$ cat src/rtl/muldiv_unit.sv
// muldiv_unit: iterative RV32M multiply/divide unit for the EX stage.
// Radix-2 shift-add multiply and restoring shift-subtract divide. Each op
// takes 32 CALC steps, followed by one FIXUP cycle for sign correction and
// word selection. Divide-by-zero and signed overflow are answered straight
// from IDLE.
// Optional feature macro: MULDIV_EARLY_OUT_EN. When it is defined, a multiply
// leaves CALC as soon as the multiplier bits not yet consumed are all zero.
module muldiv_unit #(
  parameter int WIDTH = 32,
  parameter int CNT_W = 5
) (
  input  logic             clk,
  input  logic             rst,
  input  logic             req_valid,
  output logic             req_ready,
  input  logic [2:0]       funct3,
  input  logic [WIDTH-1:0] rs1_data,
  input  logic [WIDTH-1:0] rs2_data,
  input  logic             flush,
  output logic             resp_valid,
  input  logic             resp_ready,
  output logic [WIDTH-1:0] result
);

  typedef enum logic [2:0] {
    OP_MUL    = 3'd0,
    OP_MULH   = 3'd1,
    OP_MULHSU = 3'd2,
    OP_MULHU  = 3'd3,
    OP_DIV    = 3'd4,
    OP_DIVU   = 3'd5,
    OP_REM    = 3'd6,
    OP_REMU   = 3'd7
  } op_e;

  typedef enum logic [1:0] {
    IDLE  = 2'd0,
    CALC  = 2'd1,
    FIXUP = 2'd2,
    DONE  = 2'd3
  } state_e;

  localparam logic [WIDTH-1:0] INT_MIN = {1'b1, {(WIDTH-1){1'b0}}};
  localparam logic [CNT_W-1:0] CNT_LAST = CNT_W'(WIDTH - 1);

  // Architectural state
  state_e             state;
  op_e                op;
  logic [CNT_W-1:0]   cnt;
  logic               neg_res;   // product or quotient must be negated
  logic               neg_rem;   // remainder takes the dividend's sign

  // Multiply datapath
  logic [2*WIDTH-1:0] acc;       // 64-bit unsigned product accumulator
  logic [2*WIDTH-1:0] mcand;     // |rs1|, shifted left once per step
  logic [WIDTH-1:0]   mplier;    // |rs2|, shifted right once per step

  // Divide datapath
  logic [WIDTH-1:0]   divisor;
  logic [WIDTH-1:0]   rem;       // partial remainder (always below divisor)
  logic [WIDTH-1:0]   quo;       // dividend bits shift out, quotient bits shift in

  // Request decode
  op_e                req_op;
  logic               rs1_signed;
  logic               rs2_signed;
  logic               rs1_neg;
  logic               rs2_neg;
  logic [WIDTH-1:0]   rs1_abs;
  logic [WIDTH-1:0]   rs2_abs;
  logic               div_zero;
  logic               div_ovf;
  logic [WIDTH-1:0]   special_result;

  // Step and fixup results
  logic [2*WIDTH-1:0] acc_step;
  logic [WIDTH:0]     rem_shift;  // 33-bit shifted partial remainder
  logic [WIDTH:0]     rem_diff;
  logic [WIDTH-1:0]   rem_step;
  logic [WIDTH-1:0]   quo_step;
  logic               mul_early;
  logic               calc_last;
  logic [2*WIDTH-1:0] prod_fix;
  logic [WIDTH-1:0]   quo_fix;
  logic [WIDTH-1:0]   rem_fix;
  logic [WIDTH-1:0]   fix_result;

  assign req_op = op_e'(funct3);

  // Signedness and absolute values of the incoming operands.
  // The low word of mul does not depend on signedness. Treating its operands
  // as signed keeps small negative multipliers short when early-out is enabled.
  always_comb begin
    // NOTE: every always_comb output gets a default first so no path can infer a latch.
    rs1_signed = 1'b0;
    rs2_signed = 1'b0;
    unique case (req_op)
      OP_MUL, OP_MULH, OP_DIV, OP_REM: begin
        rs1_signed = 1'b1;
        rs2_signed = 1'b1;
      end
      OP_MULHSU: rs1_signed = 1'b1;
      default: ;
    endcase
    rs1_neg = rs1_signed & rs1_data[WIDTH-1];
    rs2_neg = rs2_signed & rs2_data[WIDTH-1];
    rs1_abs = rs1_neg ? -rs1_data : rs1_data;
    rs2_abs = rs2_neg ? -rs2_data : rs2_data;
  end

  // Divide corner cases that bypass the iteration entirely.
  always_comb begin
    div_zero = req_op[2] && (rs2_data == '0);
    div_ovf  = ((req_op == OP_DIV) || (req_op == OP_REM)) &&
               (rs1_data == INT_MIN) && (rs2_data == '1);
    special_result = '0;
    if (div_zero)
      special_result = req_op[1] ? rs1_data : '1;
    else if (div_ovf)
      special_result = req_op[1] ? '0 : INT_MIN;
  end

  // One radix-2 step of multiply and of restoring divide.
  always_comb begin
    acc_step  = mplier[0] ? (acc + mcand) : acc;
    rem_shift = {1'b0, rem, quo[WIDTH-1]};
    rem_shift = {rem, quo[WIDTH-1]};
    rem_diff  = rem_shift - {1'b0, divisor};
    if (!rem_diff[WIDTH]) begin
      rem_step = rem_diff[WIDTH-1:0];
      quo_step = {quo[WIDTH-2:0], 1'b1};
    end else begin
      rem_step = rem_shift[WIDTH-1:0];
      quo_step = {quo[WIDTH-2:0], 1'b0};
    end
  end

`ifdef MULDIV_EARLY_OUT_EN
  // Multiply may stop once the multiplier bits not yet consumed are all zero.
  assign mul_early = !op[2] && (mplier[WIDTH-1:1] == '0);
`else
  assign mul_early = 1'b0;
`endif

  assign calc_last = (cnt == CNT_LAST) || mul_early;

  // Sign correction and selection of the result word.
  always_comb begin
    prod_fix = neg_res ? -acc : acc;
    quo_fix  = neg_res ? -quo : quo;
    rem_fix  = neg_rem ? -rem : rem;
    unique case (op)
      OP_MUL:                      fix_result = prod_fix[WIDTH-1:0];
      OP_MULH, OP_MULHSU, OP_MULHU: fix_result = prod_fix[2*WIDTH-1:WIDTH];
      OP_DIV, OP_DIVU:             fix_result = quo_fix;
      default:                     fix_result = rem_fix;
    endcase
  end

  // Control FSM and datapath registers. All outputs are registered.
  always_ff @(posedge clk or negedge rst) begin
    if (!rst) begin
      // NOTE: the datapath registers are reset too, so no X reaches the result mux after reset.
      state      <= IDLE;
      req_ready  <= 1'b1;
      resp_valid <= 1'b0;
      result     <= '0;
      cnt        <= '0;
      op         <= OP_MUL;
      neg_res    <= 1'b0;
      neg_rem    <= 1'b0;
      acc        <= '0;
      mcand      <= '0;
      mplier     <= '0;
      divisor    <= '0;
      rem        <= '0;
      quo        <= '0;
    end else if (flush) begin
      // The operation is killed. The datapath keeps its contents.
      state      <= IDLE;
      req_ready  <= 1'b1;
      resp_valid <= 1'b0;
    end else begin
      // NOTE: sequential state uses non-blocking assignment so every register samples pre-edge values.
      unique case (state)
        IDLE: begin
          if (req_valid) begin
            op        <= req_op;
            neg_res   <= rs1_neg ^ rs2_neg;
            neg_rem   <= rs1_neg;
            cnt       <= '0;
            req_ready <= 1'b0;
            if (div_zero || div_ovf) begin
              state      <= DONE;
              resp_valid <= 1'b1;
              result     <= special_result;
            end else begin
              state   <= CALC;
              acc     <= '0;
              mcand   <= {{WIDTH{1'b0}}, rs1_abs};
              mplier  <= rs2_abs;
              divisor <= rs2_abs;
              rem     <= '0;
              quo     <= rs1_abs;
            end
          end
        end
        CALC: begin
          if (op[2]) begin
            rem <= rem_step;
            quo <= quo_step;
          end else begin
            acc    <= acc_step;
            mcand  <= mcand << 1;
            mplier <= mplier >> 1;
          end
          if (calc_last) begin
            state <= FIXUP;
            cnt   <= '0;
          end else begin
            cnt <= cnt + 1'b1;
          end
        end
        FIXUP: begin
          state      <= DONE;
          resp_valid <= 1'b1;
          result     <= fix_result;
        end
        DONE: begin
          if (resp_ready) begin
            state      <= IDLE;
            resp_valid <= 1'b0;
            req_ready  <= 1'b1;
          end
        end
        default: state <= IDLE;
      endcase
    end
  end

endmodule
$ cat config.mk
export PLATFORM = sky130hd
export DESIGN_NAME = muldiv_unit
export DESIGN_NICKNAME = d
export VERILOG_FILES = /design/src/rtl/muldiv_unit.sv
export SDC_FILE = /design/constraint.sdc
export NUM_CORES = 1
export LEC_CHECK = 0
export ABC_CLOCK_PERIOD_IN_PS = 4850
export BUFFER_PORTS_ARGS = -buffer_cell sky130_fd_sc_hd__buf_2
export CORE_ASPECT_RATIO = 0.7
export CORE_MARGIN = 3
export CORE_UTILIZATION = 55
export CTS_CLUSTER_SIZE = 40
export DETAILED_ROUTE_END_ITERATION = 8
export GPL_TIMING_DRIVEN = 0
export PLACE_DENSITY = 0.79
export SLEW_MARGIN = 20
export SYNTH_ARGS = -nofsm -noshare
export SYNTH_HDL_FRONTEND = slang
export SYNTH_SLANG_ARGS = --single-unit
$ cat constraint.sdc
create_clock -name clk -period 4.85 [get_ports clk]
set_input_delay 0.7275 -clock clk [delete_from_list [all_inputs] [get_ports clk]]
set_output_delay 0.7275 -clock clk [all_outputs]
set_load 0.1 [all_outputs]
# --- Word level (Yosys, flattened, before mapping) ---
# Index checks and enable logic that the tools add are counted.
op_classes:
  n_addsub: 8
  n_mul: 0
  div: 0
  n_lt_le_gt_ge: 0
  n_eq_ne: 25
  shifts: 0
  mux: 56
  bitwise_logic: 5
  n_reduce_logical: 27
ops:
  columns: ["cell", "n"]
  rows:
  - ["two-way mux 32 bit", 20]
  - ["two-way mux 64 bit", 8]
  - ["one-hot mux 32 bit (2 select lines)", 4]
  - ["one-hot mux 64 bit (2 select lines)", 2]
  - ["negator 32 bit", 4]
  - ["one-hot mux 32 bit (3 select lines)", 1]
  - ["adder 64 bit", 1]
  - ["== test 32 bit (second input constant)", 2]
  - ["negator 64 bit", 1]
  - ["subtractor 33 x 32 -> 33 bit", 1]
  - ["zero test 32 bit", 1]
  - ["== test 3 bit (second input constant)", 4]
  - ["inequality test 2 bit (second input constant)", 6]
  - ["inequality test 3 bit (second input constant)", 4]
  - ["AND reduction 3 bit", 4]
  - ["AND reduction 4 bit", 3]
  - ["two-way mux 1 bit", 10]
  - ["two-way mux 2 bit", 5]
  - ["two-way mux 5 bit", 2]
  - ["one-hot mux 5 bit (2 select lines)", 1]
  - ["AND reduction 5 bit", 2]
  - ["== test 3 x 2 -> 1 bit (second input constant)", 3]
  - ["one-hot mux 2 bit (4 select lines)", 1]
  - ["== test 3 x 1 -> 1 bit (second input constant)", 2]
  - ["other kinds (21)", 29]
totals:
  ff_bits: 302
  latch_bits: 0
  mem_bits_rw: 0
  rom_bits: 0
  in_bits: 72
  n_memories: 0

# --- Depth between registers and ports, before layout ---
depth:
  ltp_word: 9
  depth_mapped: 15
  mapped_depth_nobuf: 13

# --- Least setup slack after synthesis ---
# OpenSTA, ideal clock, no wires.
synth_path:
  path_type: "input -> register"
  startpoint: "input rs2_data[2]"
  endpoint: "register mplier[31]"
  setup_ns: 0.095
  arrival_time_ns: 3.335
  t_required_ns: 4.755
  slack_ns: 1.419
  stages: 13
  path_buffers: 3
  path_cell_list: "or4_1 > nor4_2 > nand4_1 > nor2_2 > nor2_1 > and2_1 > o21a_1 > nand2_1 > buf_2 > buf_2 > buf_2 > nand2_1 > o31ai_1"
synth_via:
  elab_chain_len: 5
synth_lines:
  columns: ["element", "line", "source"]
  rows:
  - ["start: declaration", "18", "input logic [WIDTH-1:0] rs2_data,"]
  - ["negator 32 bit, or another cell as far along", "108", "rs2_abs = rs2_neg ? -rs2_data : rs2_data;"]
  - ["two-way mux 32 bit, or another cell as far along", "108", null]
  - ["two-way mux 32 bit / logical OR 1 bit (equally long branches)", "193", "if (div_zero || div_ovf) begin"]
  - ["two-way mux 32 bit / inequality test 2 bit (equally long branches)", null, null]
  - ["one-hot mux 32 bit (2 select lines) / AND reduction 5 bit (equally long branches)", null, null]
  - ["end signal: assignment", "201", "mplier <= rs2_abs;"]
  - ["end signal: assignment", "215", "mplier <= mplier >> 1;"]
  - ["end: declaration", "56", "logic [WIDTH-1:0] mplier;"]
# Parallel ways exist; a longest one is shown, timed or not. The select of a mux whose other input is x is not followed.
# A chain may end at the register's enable or synchronous reset.

# --- Worst setup path after layout ---
layout_path:
  startpoint: "input rs2_data[2]"
  endpoint: "register mcand[16]"
layout_via:
  elab_chain_len: 5
layout_lines:
  columns: ["element", "line", "source"]
  rows:
  - ["== test 32 bit / zero test 32 bit (equally long branches)", "115, 113", null]
  - ["logical AND 1 bit (on tied branches)", "115, 113", null]
  - ["logical OR 1 bit *", "193", null]
  - ["inequality test 2 bit (no source line) *", null, null]
  - ["AND reduction 5 bit (no source line) *", null, null]
  - ["end signal: assignment", "200", "mcand <= {{WIDTH{1'b0}}, rs1_abs};"]
  - ["end signal: assignment", "214", "mcand <= mcand << 1;"]
  - ["end: declaration", "55", "logic [2*WIDTH-1:0] mcand;"]
# Every way passes the cells marked *; elsewhere a longest branch is shown, timed or not.

==> impl_metrics.csv <==
group,metric,value,unit
setup_path,worstSetupPathType,"primary input to flip-flop",
setup_path,end_kind,"flip-flop",
global_route,antenna_found_initial,4,
synth,synth_async_sr_flop_share,100,%
finish,syn_to_final_growth,11.1,%
synth,syn_inst,2918,
finish,multiInputGateArea,14600,um2
setup_path,worstPathMaxFanout,10,
cts,htreeDepth,2,
synth,synth_flop_cell,"dfrtp_1",
finish,seq_area,7560,um2
die,start_util,56.0,%
setup_path,startpoint_type,"primary input",
cts,clock_path_buffers,3,
timing,finalClockSkew,0.0250,ns
timing,hold_viol,0,
synth,ys_seq_elements,302,
global_route,grt_max_degree,98,
timing,min_period,4.60,ns
route,drc,0,
die,core,41200,um2
timing,fin_setup_tns,0,ns
cts,cts.sinks,302,
cts,clk_pin_slew,0.06,ns
synth,yosys_warnings,0,
timing,slew_viol_final,0,
cts,cts_made_buffers,36,
die,num_rows,62,
synth,synth_edf_count,0,
job,cap_violations,0,
global_route,grt_pass1_vias,22328,
die,die_width,251,um
synth,synth-seq-area-share,32.8,%
finish,nets,3247,
synth,synth_top_cells_by_area,"dfrtp_1 33%, nand2_1 7.0%, o21ai_0 6.2%",
cts,clk_latency,0.56,ns
cts,postCtsHoldBufs,0,
min_path,hold_class,"primary input to async pin",
cts,root_buffer,"clkbuf_16",
global_route,grt_pass1_wl,140000,um
timing,max_freq,0.217,GHz
synth,synth_nets,3099,
finish,fillers,3676,
timing,finalCritPeriodShare,94.9,%
pwr,cellPowerDensity,640,nW/um2
synth,synth_top_area_share,32.6,%
setup_path,arrival,5.06,ns
die,dieArea,44500,um2
setup_path,reg2regPathDepth,15,
placed_design,io_buffer_count,105,
finish,fin_area,25600,um2
global_route,grt_util_all_layers,41.6,%
pwr,p_total,16400,uW
synth,yosysUniqueCellTypes,80,
route,first_iter_violations,3544,
timing,rsz0062_at_grt,"false",
timing,max-slew-margin-rel,25.2,%
finish,layout_commonest_cell,"nand2_1",
synth,avgSynthCellArea,7.91,um2
synth,yosysTopAreaCell,"dfrtp_1",
timing,worst_pin_slew,1.09,ns
status,status,"complete, no violations",
placed_design,gp_congestion,1.03,
route,routedWlPerCell,25.8,um
cts,tritoncts,"done",
placed_design,hpwl,73800,um
route,via_per_inst,6.74,
route,antenna_left,0,
route,dr_total_vias,24514,
pwr,p_leak,0.0113,uW
setup_path,critPathRequiredTime,5.30,ns
synth,synthesis.area,23100,um2
placed_design,dpl_cell_area,24400,um2
die,io_pins,106,
die,die_h,177,um
finish,layout_common_cells,"432 x nand2_1, 301 x dfrtp_1, 286 x o21ai_0",
route,drt_first_pass_iters,6,
finish,drive_gt1_share,7.63,%
global_route,grt-ovfl-total,0,
pwr,vdd_ir_drop_max,0.423,mV
timing,setup_viol,0,
route,routed_wl,93800,um
[layer usage]
| layer | track usage [%] | part of all wire, % | routed length, um |
|---|---|---|---|
| met1 | 62.7 | 44 | 41600 |
| met2 | 55.9 | 38 | 35800 |
| met3 | 14.4 | 14 | 13600 |
| met4 | 10.8 | 3.0 | 2780 |
| met5 | 0 | 0.029 | 27 |
[layout make-up]
class                           count  area share (%)
Inverter                           78            1.14
Clock inverter                     17           0.854
Buffer                            164            2.50
Sequential cell                   302            29.5
Timing Repair Buffer              110            2.47
Clock buffer                       47            3.91
Multi-Input combinational cell   2374            57.0
Antenna cell                        2          0.0195
Tap cell                          544            2.65
[path summary, 6_finish.rpt]
kind | from | end | slack (ns)
min in group clk | flush | state[0] | 0.42
max in group asynchronous | rst | mcand[57] | 3.62
worst min register to register | result[30] | result[30] | 0.47
worst max register to register | quo[31] | rem[28] | 0.25
worst max-delay path | rs2_data[2] | mcand[16] | 0.25
worst min-delay path | rst | resp_valid | 0.03
[cells in the mapped netlist (49+ instances only)]
master / n
a21o_1: 50
a21oi_1: 240
clkbuf_1: 133
dfrtp_1: 301
ha_1: 107
inv_1: 78
nand2_1: 432
nor2_1: 268
nor3_1: 49
o21ai_0: 286
o31ai_1: 152
xnor2_1: 118
xor2_1: 129
[worst max-delay path: stages]
cell     delay, ns
buf_2         0.15
or4_1         0.63
nor4_4        0.42
nand4_1       0.13
buf_4         0.20
nor2_2        0.30
nor2_1        0.13
and2_1        0.26
o21a_1        0.22
nand2_1       0.35
buf_2         0.46
buf_2         0.49
buf_2         0.37
nand2_1       0.12
o31ai_1       0.08
[flip-flops by register name, summed over array words and instances, names as in the netlist]
register and flops:
state 2, cnt 5, acc 64, quo 32, rem 32, mcand 64, neg_rem 1, result 32
mplier 32, resp_valid 1, divisor 32, neg_res 1, op 3, req_ready 1
[kinds of logic (layout without fill, tap and decap cells)]
logic type	Yosys count	count (layout)	share of synthesized area (%)
compound gates	951	951	25.7
xor+xnor	247	247	9.38
fa+ha+maj	109	109	5.98
buf+inv	242	416	4.05
flops	302	302	32.8
mux	41	41	1.81
other cells	0	2	0
simple gates	1026	1026	20.3
[metrics by stage]
| stage | setup slack, ns | instances | utilization [%] | hold WS, ns |
|---|---|---|---|---|
| after floorplan | 1.42 | 2918 | - | 0.432 |
| after detailed placement | -0.565 | 3570 | 59.2 | 0.467 |
| final | 0.246 | 3638 | 62.2 | 0.0328 |
| after CTS | 0.0204 | 3634 | 62.1 | 0.0348 |
| after global routing | 0.0632 | 3637 | 62.2 | 0.0478 |
| after global placement | -2.61 | 3567 | 58.9 | 0.455 |
[timing repair]
action                     4_1_cts  5_1_grt
gates resized for setup          0        5
setup endpoints to repair        1      126
buffers inserted                 0        2
cloned                           0        0
pin swaps                        1        1
[report_power, final]
| group | internal (uW) | switching (uW) | total (uW) |
|---|---|---|---|
| clock | 1640 | 1210 | 2850 |
| combinational | 2680 | 6640 | 9320 |
| sequential | 3270 | 960 | 4230 |
| total | 7590 | 8820 | 16400 |
(Power assumes the default switching activity.)
